--- config.mk ---
export PLATFORM = sky130hd
export DESIGN_NAME = mul_div_unit
export DESIGN_NICKNAME = d
export VERILOG_FILES = /design/src/rtl/mdu_pkg.sv /design/src/rtl/mdu_sign_fix.sv /design/src/rtl/mul_div_unit.sv
export SDC_FILE = /design/constraint.sdc
export NUM_CORES = 1
export LEC_CHECK = 0
export CORE_ASPECT_RATIO = 1.25
export CORE_MARGIN = 1
export CORE_UTILIZATION = 65
export CTS_BUF_LIST = sky130_fd_sc_hd__clkbuf_8
export CTS_CLUSTER_DIAMETER = 50
export DETAILED_ROUTE_END_ITERATION = 12
export GPL_TIMING_DRIVEN = 0
export PLACE_DENSITY = 0.86
export SYNTH_ARGS = -nofsm -noshare
export SYNTH_HDL_FRONTEND = slang
export SYNTH_SLANG_ARGS = --single-unit
export TNS_END_PERCENT = 20
--- constraint.sdc ---
create_clock -name clk -period 7.8 [get_ports clk]
set_input_delay 1.56 -clock clk [delete_from_list [all_inputs] [get_ports clk]]
set_output_delay 1.56 -clock clk [all_outputs]
set_load 0.02 [all_outputs]
--- src/rtl/mdu_pkg.sv ---
// Shared definitions for the iterative multiply/divide unit: op encodings,
// controller states and the iteration count.
package mdu_pkg;

    localparam logic [1:0] OP_MULT  = 2'b00;
    localparam logic [1:0] OP_MULTU = 2'b01;
    localparam logic [1:0] OP_DIV   = 2'b10;
    localparam logic [1:0] OP_DIVU  = 2'b11;

    localparam int ITER_COUNT = 32;

    typedef enum logic [1:0] {
        ST_IDLE = 2'd0,
        ST_ITER = 2'd1,
        ST_FIX  = 2'd2
    } state_t;

    function automatic logic op_is_div(input logic [1:0] op);
        return op[1];
    endfunction

    function automatic logic op_is_signed(input logic [1:0] op);
        return ~op[0];
    endfunction

endpackage

--- src/rtl/mdu_sign_fix.sv ---
// Final result shaping: restores signs on the unsigned magnitude result and
// applies the defined divide-by-zero result.
module mdu_sign_fix
    import mdu_pkg::*;
(
    input  logic [1:0]  op,
    input  logic        res_neg,
    input  logic        rem_neg,
    input  logic        dbz,
    input  logic [63:0] acc,
    input  logic [31:0] raw_a,
    output logic [31:0] hi_res,
    output logic [31:0] lo_res
);

    logic [63:0] prod;

    always_comb begin
        hi_res = '0;
        lo_res = '0;
        prod   = res_neg ? -acc : acc;
        if (!op_is_div(op)) begin
            hi_res = prod[63:32];
            lo_res = prod[31:0];
        end else if (dbz) begin
            hi_res = raw_a;
            lo_res = 32'hFFFF_FFFF;
        end else begin
            // acc holds {remainder, quotient} as magnitudes
            lo_res = res_neg ? -acc[31:0]  : acc[31:0];
            hi_res = rem_neg ? -acc[63:32] : acc[63:32];
        end
    end

endmodule

--- src/rtl/mul_div_unit.sv ---
// Iterative 32-bit multiply/divide unit owning HI/LO: shift-add multiply and
// restoring divide, one bit per cycle, fixed 34-cycle start-to-result latency.
//
// state   | meaning
// --------+-----------------------------------------------------------
// ST_IDLE | waiting for start; MTHI/MTLO only
// ST_ITER | 32 shift-add / restoring-divide steps on magnitudes
// ST_FIX  | sign correction, HI/LO write, done pulse
module mul_div_unit
    import mdu_pkg::*;
(
    input  logic        clk,
    input  logic        rst,
    input  logic        start,
    input  logic [1:0]  op,
    input  logic [31:0] busa,
    input  logic [31:0] busb,
    input  logic        flush,
    input  logic        hi_we,
    input  logic        lo_we,
    input  logic [31:0] wdata,
    output logic        busy,
    output logic        done,
    output logic [31:0] hi,
    output logic [31:0] lo
);

    state_t      state, next_state;
    logic [4:0]  cnt;
    logic [1:0]  op_q;
    logic [31:0] opnd;
    logic [31:0] raw_a;
    logic [63:0] acc;
    logic        res_neg, rem_neg, dbz;
    logic        done_q;
    logic [31:0] hi_q, lo_q;

    logic        is_signed_in;
    logic [31:0] abs_a, abs_b;
    logic [32:0] mul_sum;
    logic [63:0] mul_next;
    logic [32:0] div_trial, div_diff;
    logic [63:0] div_next;
    logic [31:0] hi_res, lo_res;

    always_ff @(posedge clk) begin
        if (rst) state <= ST_IDLE;
        else     state <= next_state;
    end

    always_comb begin
        next_state = state;
        case (state)
            ST_IDLE: if (start) next_state = ST_ITER;
            ST_ITER: if (cnt == 5'(ITER_COUNT - 1)) next_state = ST_FIX;
            ST_FIX:  next_state = ST_IDLE;
            default: next_state = ST_IDLE;
        endcase
        if (flush) next_state = ST_IDLE;
    end

    always_comb begin
        is_signed_in = op_is_signed(op);
        abs_a = (is_signed_in && busa[31]) ? -busa : busa;
        abs_b = (is_signed_in && busb[31]) ? -busb : busb;

        // multiply: acc = {partial product, remaining multiplier bits}
        mul_sum  = {1'b0, acc[63:32]} + (acc[0] ? {1'b0, opnd} : 33'd0);
        mul_next = {mul_sum, acc[31:1]};

        // divide: acc = {partial remainder, dividend bits / quotient bits}
        div_trial = acc[63:31];
        div_diff  = div_trial - {1'b0, opnd};
        div_next  = div_diff[32] ? {div_trial[31:0], acc[30:0], 1'b0}
                                 : {div_diff[31:0],  acc[30:0], 1'b1};
    end

    mdu_sign_fix u_sign_fix (
        .op      (op_q),
        .res_neg (res_neg),
        .rem_neg (rem_neg),
        .dbz     (dbz),
        .acc     (acc),
        .raw_a   (raw_a),
        .hi_res  (hi_res),
        .lo_res  (lo_res)
    );

    always_ff @(posedge clk) begin
        if (rst) begin
            cnt     <= '0;
            op_q    <= '0;
            opnd    <= '0;
            raw_a   <= '0;
            acc     <= '0;
            res_neg <= 1'b0;
            rem_neg <= 1'b0;
            dbz     <= 1'b0;
            done_q  <= 1'b0;
            hi_q    <= '0;
            lo_q    <= '0;
        end else begin
            done_q <= 1'b0;
            if (hi_we) hi_q <= wdata;
            if (lo_we) lo_q <= wdata;
            case (state)
                ST_IDLE: begin
                    if (start && !flush) begin
                        op_q    <= op;
                        cnt     <= '0;
                        raw_a   <= busa;
                        opnd    <= op_is_div(op) ? abs_b : abs_a;
                        acc     <= {32'd0, op_is_div(op) ? abs_a : abs_b};
                        res_neg <= is_signed_in & (busa[31] ^ busb[31]);
                        rem_neg <= is_signed_in & busa[31];
                        dbz     <= op_is_div(op) & (busb == 32'd0);
                    end
                end
                ST_ITER: begin
                    if (!flush) begin
                        acc <= op_is_div(op_q) ? div_next : mul_next;
                        cnt <= cnt + 5'd1;
                    end
                end
                ST_FIX: begin
                    // placed after MTHI/MTLO so the operation result wins
                    if (!flush) begin
                        hi_q   <= hi_res;
                        lo_q   <= lo_res;
                        done_q <= 1'b1;
                    end
                end
                default: ;
            endcase
        end
    end

    assign busy = (state != ST_IDLE);
    assign done = done_q;
    assign hi   = hi_q;
    assign lo   = lo_q;

endmodule

==> summary.md, run 1 <==
| Metric | Value |
|---|---|
| ANT nets after route | `0` |
| Die Span Y | `182 um` |
| Clk_skew | `0.0674 ns` |
| CTS root buf | `clkbuf_8` |
| Min Tclk post-route | `5.49 ns` |
| Row cnt | `65` |
| Antenna violations before repair | `1` |
| Final GP Congestion | `1.11` |
| Yosys cell types | `80` |
| Leakage | `7.68 nW` |
| Post-synth top cells | `nand2_1, a21oi_1, nor2_1, dfxtp_1, clkbuf_1` |
| Final Hold Vio Count | `0` |
| Reg-to-reg slack, setup | `2.31 ns` |
| FFs w/ async S/R, synth | `0` |
| Layout Nets | `2,655` |
| Worst setup EP type | `flip-flop` |
| Worst EP arrival | `5.95 ns` |
| Number of synthesized flops with an enable pin | `0` |
| Pwr/cell area | `154 nW/um^2` |
| Reg area | `4080 sq um` |
| Largest cells by area after synthesis | `dfxtp_1, mux2i_1, a21oi_1` |
| Status | `complete, no violations` |
| Syn_area_per_cell | `7.38 sq um` |
| Routed len/inst | `26.8 um` |
| Number of detailed-route iterations in the first pass | `8` |
| #FFs+latches synth | `204` |
| Synth area leader | `dfxtp_1` |
| Worst-path clk slew | `0.07 ns` |
| Slew Viols, Final | `0` |
| Die ar. | `26,500 sq um` |
| Clock Path Buffers | `3` |
| Post-route setup TNS | `0 ns` |
| PortBufs | `165` |
| Number of vias per cell | `7.23` |
| Total CTS buffers | `31` |
| Int Pwr | `0.00191 W` |
| Area grow syn2layout | `16.2%` |
| Worst Tran Pin Value | `1.28 ns` |
| Cells after Synth | `2,280` |
| CP Max Fanout | `10` |
| Relative slew slack | `0.137` |
| Top cell type's share of synthesized area | `0.243` |
| Gr usage total | `0.557` |
| Ys flop type | `dfxtp_1` |
| Net Count, Synth | `2,456` |
| Synthesized cell area | `16,800 sq um` |
| Sequential power share | `0.383` |
| Number of global-route vias before repair | `19,900` |
| Post-CTS Setup Repair Bufs | `0` |
| Sequential area share after synthesis | `0.243` |
| Switching share of power | `0.365` |
| Final Power | `0.00301 W` |
| CP required | `8.25 ns` |
| Hold crit path type | `flip-flop to flip-flop` |
| Vias | `20,500` |
| Starting density of the core | `0.663` |
| Max IR drop VDD | `0.000153 V` |
| Final setup fails | `0` |
| Hold buffers post-CTS | `0` |
| First-pass GRT wire length | `113 mm` |
| Startpoint types | `flip-flop` |
| Clock Sinks | `204` |
| Max_cap viols | `0` |
| Htree depth | `1` |
| Clock power share | `0.322` |
| Share of cells above drive strength 1 | `0.0344` |
| Area of the multi-input gates | `11,800 sq um` |
| Io pins | `170` |
| Routed Wire Length | `76.0 mm` |
| Switch Pwr | `0.00110 W` |
| RSZ-0062 raised after global routing | `false` |
| Top-count cell post-synth | `nand2_1` |
| DP HPWL | `57.3 mm` |
| Post-cts sizing count | `0` |
| Starting DRC count in detailed routing | `3,030` |
| Post-layout util | `0.771` |
| Gate power share | `0.295` |
| DRC viols | `0` |
| Setup Crit Path Kind | `flip-flop to flip-flop` |
| Clock latency on the worst-skew pair | `0.65 ns` |
| Largest net degree at the start of global routing | `17` |
| Fmax | `182 MHz` |
| CORE AREA | `25,400 sq um` |
| Antenna Cells | `0` |
| Chip Width | `146 um` |
| Warnings, synthesis | `0` |
| Fillcell total | `1,901` |
| CTS tree | `built` |
| Grt ovf | `0` |
| Tcrit/Tclk final | `0.704` |
critical path, cell delays in order (launching register included):
cell,delay (ns)
dfxtp_1,0.54
inv_1,0.31
ha_1,0.31
fa_1,0.43
nor2b_1,0.18
o31ai_1,0.14
a21oi_1,0.22
nor3_1,0.12
o31ai_2,0.70
xor2_1,1.04
clkbuf_1,0.66
mux2i_1,0.32
a2bb2oi_1,0.20
o31ai_1,0.11
sequential cells by signal, summed over array words and instances (netlist names), 2 cells and up:
signal  flops
lo         32
state       2
hi         32
acc        64
cnt         5
raw_a      32
opnd       32
cell usage in the layout, fill, tap and decap left out, types with 6 or more instances in the layout:
cell type	count
a211oi_1	47
a21o_1	42
a21oi_1	214
a221o_1	20
a221oi_1	37
a22oi_1	7
a311oi_1	12
a31oi_1	37
and2_1	11
and3_1	12
buf_1	10
clkbuf_1	161
clkbuf_8	37
clkdlybuf4s50_1	165
dfxtp_1	204
ha_1	70
inv_1	72
mux2i_1	130
nand2_1	282
nand2b_1	18
nand3_1	27
nand4_1	21
nor2_1	209
nor2b_1	26
nor3_1	57
nor4_1	15
o211ai_1	26
o21a_1	11
o21ai_0	134
o21bai_1	6
o22ai_1	10
o31ai_1	26
o41ai_1	12
or2_2	13
or3_1	13
or4_1	18
xnor2_1	79
xor2_1	103
routing by layer:
layer | vias up | GRT usage | part of all wire | wire [um]
met1 | 9257 | 0.602 | 0.32 | 24200
li1 | 8674 | - | - | -
met3 | 651 | 0.181 | 0.14 | 11000
met5 | - | 0 | 0 | 0
met2 | 1917 | 0.842 | 0.42 | 31700
met4 | 0 | 0.568 | 0.12 | 9100
path summary, 6_finish.rpt:
kind	from	to	cells after the start
hold / removal	opnd[6]	opnd[6]	2
hold reg to reg	opnd[6]	opnd[6]	2
setup reg to reg	acc[31]	acc[53]	13
setup / recovery	acc[31]	acc[53]	13
final cells by class:
type,count,area share
plain buffers,177,0.0347
clock buffers,37,0.0260
clock inverters,18,0.00723
inverters,64,0.0123
multi-input cells,1835,0.605
flip-flops and latches,204,0.209
well taps,335,0.0214
repair buffers,166,0.0847
metrics by stage:
stage                     cell area, sq um  setup WS [ns]  instances  hold WS [ns]
after floorplan                      16800           3.86       2280         0.432
after global placement               18900           2.52       2780         0.440
after detailed placement             18900           2.43       2780         0.450
after CTS                            19600           2.39       2835         0.456
after global routing                 19600           2.27       2836         0.478
final                                19600           2.31       2836         0.463
logic make-up after synthesis:
kind of cell    synth area share
simple gates               0.205
xor+xnor                  0.0947
compound gates             0.268
buf+inv                   0.0546
fa+ha+maj                 0.0544
mux                       0.0807
flops                      0.243
power by group through the flow:
stage	Combinational, W	Clock (W)	Sequential, W
global route	0.000924	0.000983	0.00115
global placement	0.000810	0	0.00116
floorplan	0.000490	0	0.00117
CTS	0.000840	0.000941	0.00115
finish	0.000889	0.000970	0.00115
detailed placement	0.000828	0	0.00117
Note: power is estimated with default switching activity, not from simulation.
==> run 2, diff against run 1 <==
Settings changed: CORE_UTILIZATION 65 to 60, PLACE_DENSITY 0.86 to 0.8.
Clock period 7.8 ns to 5.14 ns, I/O delays scaled along.
==> summary.md, run 2 (synthesis results as in run 1) <==
| Metric | Value |
|---|---|
| Status | `complete, no violations` |
| Io pins | `170 (unchanged)` |
| Final GP Congestion | `1.07 (-3.4%)` |
| Starting density of the core | `0.611 (-0.0527)` |
| Finished Cell Area | `19,600 sq um (+0.40%)` |
| ANT nets after route | `0 (unchanged)` |
| First-pass GRT wire length | `114 mm (+0.79%)` |
| Number of vias per cell | `7.08 (-2.1%)` |
| Post-Layout Cell Count | `2,859 (+0.81%)` |
| DP HPWL | `58.8 mm (+2.6%)` |
| Clock Path Buffers | `3 (unchanged)` |
| Hold crit path type | `flip-flop to flip-flop` |
| Max_cap viols | `0 (unchanged)` |
| Routed Wire Length | `77.4 mm (+1.8%)` |
| Post-CTS Setup Repair Bufs | `0 (unchanged)` |
| Total CTS buffers | `36 (+16%)` |
| Most frequent CP cell | `clkbuf_1` |
| Largest net degree at the start of global routing | `11 (-6)` |
| Chip Width | `152 um (+4.0%)` |
| Min Tclk post-route | `4.96 ns (-0.531 ns)` |
| Crit path buf inv count | `3 (+1)` |
| Die ar. | `28,700 sq um (+8.2%)` |
| Placed cell areas | `18,900 sq um (about the same)` |
| Pwr/cell area | `236 nW/um^2 (+54%)` |
| Routed met2 length | `32.9 mm (+3.9%)` |
| Hold buffers post-CTS | `0 (unchanged)` |
| Gr usage total | `0.521 (-0.0359)` |
| DR top layer | `met5` |
| Slowest stage delay, CP | `0.88 ns (-0.16 ns)` |
| Vias | `20,200 (-1.3%)` |
| Largest reg by FF count | `acc` |
| Tcrit/Tclk final | `0.965 (+0.261)` |
| Number of global-route vias before repair | `19,400 (-2.4%)` |
| Startpoint types | `flip-flop` |
| CTS root buf | `clkbuf_8` |
| Htree depth | `2 (+1)` |
| Layout Nets | `2,659 (+0.15%)` |
| Met1 wire length | `25.9 mm (+7.2%)` |
| Antenna violations before repair | `1 (unchanged)` |
| Number of detailed-route iterations in the first pass | `6 (-2)` |
| Routed len/inst | `27.1 um (+1.0%)` |
| Commonest non-fill, non-tap cell in the layout | `nand2_1` |
| Leakage | `7.71 nW (+0.35%)` |
| Final Hold Vio Count | `0 (unchanged)` |
| Die Span Y | `189 um (+4.0%)` |
| Top delay family on crit path | `compound AO/OA/AOI/OAI gates` |
| Placed cells | `2,795 (+0.54%)` |
| Final Power | `0.00464 W (+54%)` |
| DRC viols | `0 (unchanged)` |
| Worst-path cell chain | `inv_1 > ha_1 > clkbuf_1 > a21o_1 > a31oi_1 > o21ai_0 > a2111oi_0 > o31ai_2 > xnor2_1 > clkbuf_1 > mux2i_1 > a221oi_1 > nor2_1` |
| Clock Sinks | `204 (unchanged)` |
| RSZ-0062 raised after global routing | `false` |
| Max reg flops | `64 (unchanged)` |
| Row cnt | `68 (+4.6%)` |
| CORE AREA | `27,600 sq um (+8.6%)` |
| Worst EP arrival | `5.38 ns (-0.57 ns)` |
| Met3 wire len | `10.3 mm (-6.6%)` |
| Clock latency on the worst-skew pair | `0.59 ns (-0.06 ns)` |
| Post-layout util | `0.712 (-0.0585)` |
| CP required | `5.56 ns (-2.69 ns)` |
| Slew Viols, Final | `0 (unchanged)` |
| Fmax | `202 MHz (+11%)` |
| Antenna Cells | `0 (unchanged)` |
| CP max-delay cell | `a2111oi_0` |
| Relative slew slack | `0.210 (+0.0724)` |
| Worst setup EP type | `flip-flop` |
| PortBufs | `165 (unchanged)` |
| Worst Tran Pin Value | `1.18 ns (-0.103 ns)` |
| Post-route setup TNS | `0 ns (unchanged)` |
| CTS tree | `built` |
| Area grow syn2layout | `16.7%` |
| Max IR drop VDD | `0.000259 V (+70%)` |
| CP Max Fanout | `10 (unchanged)` |
| Starting DRC count in detailed routing | `2,902 (-4.2%)` |
| Share of cells above drive strength 1 | `0.0371 (+0.00268)` |
| Most frequent cells in the layout | `nand2_1, a21oi_1, nor2_1, dfxtp_1, clkdlybuf4s50_1` |
| Worst-path clk slew | `0.06 ns (about the same)` |
| Setup Crit Path Kind | `flip-flop to flip-flop` |
| Grt ovf | `0 (unchanged)` |
| Post-cts sizing count | `0 (unchanged)` |
| Clk_skew | `0.0395 ns (-0.0278 ns)` |
| Final setup fails | `0 (unchanged)` |
-- run 2: cell count changes in the layout (fill, tap and decap cells not counted), sizes merged --
cell      before  now
clkbuf       199  204
inv           73   77
clkinv         6    5
clkinvlp       1    3
bufinv         2    0
-- run 2: tightest hold or removal path, stage by stage (launching register included) --
cell     delay [ns]
dfxtp_1        0.31
nand2_1        0.05
a21oi_1        0.05
-- run 2: metal layers --
layer  GRT usage  vias to the layer above
li1            -                     8664
met1       0.595                     9294
met2       0.802                     1737
met3       0.136                      537
met4       0.471                        2
met5           0                        -
-- run 2: path summary, 6_finish.rpt --
path                 start       end  slack [ns]  cells past startpoint
setup / recovery  opnd[23]    acc[0]        0.18                     13
hold / removal    opnd[22]  opnd[22]        0.45                      2
setup reg to reg  opnd[23]    acc[0]        0.18                     13
hold reg to reg   opnd[22]  opnd[22]        0.45                      2
-- run 2: area by class of cell --
cell class,count,area (sq um)
Tap cell,350,438
Clock buffer,43,592
Clock inverter,21,116
Fill cell,2237,7930
Inverter,64,240
Multi-Input combinational cell,1835,11800
Buffer,177,678
Sequential cell,204,4080
Timing Repair Buffer,165,1650
-- run 2: through the flow --
| step | setup slack, ns | hold WS [ns] |
|---|---|---|
| 6_report | 0.179 | 0.451 |
| 5_1_grt | 0.163 | 0.471 |
| 4_1_cts | 0.0704 | 0.453 |
| 3_5_place_dp | 0.0990 | 0.446 |
| 3_3_place_gp | 0.0928 | 0.440 |
| 2_1_floorplan | 1.69 | 0.432 |
-- run 2: power by group --
| group | internal [W] | leakage, nW | switching, W |
|---|---|---|---|
| registers | 0.00166 | 1.67 | 0.0000834 |
| logic | 0.000484 | 5.64 | 0.000865 |
| clock network | 0.000773 | 0.399 | 0.000775 |
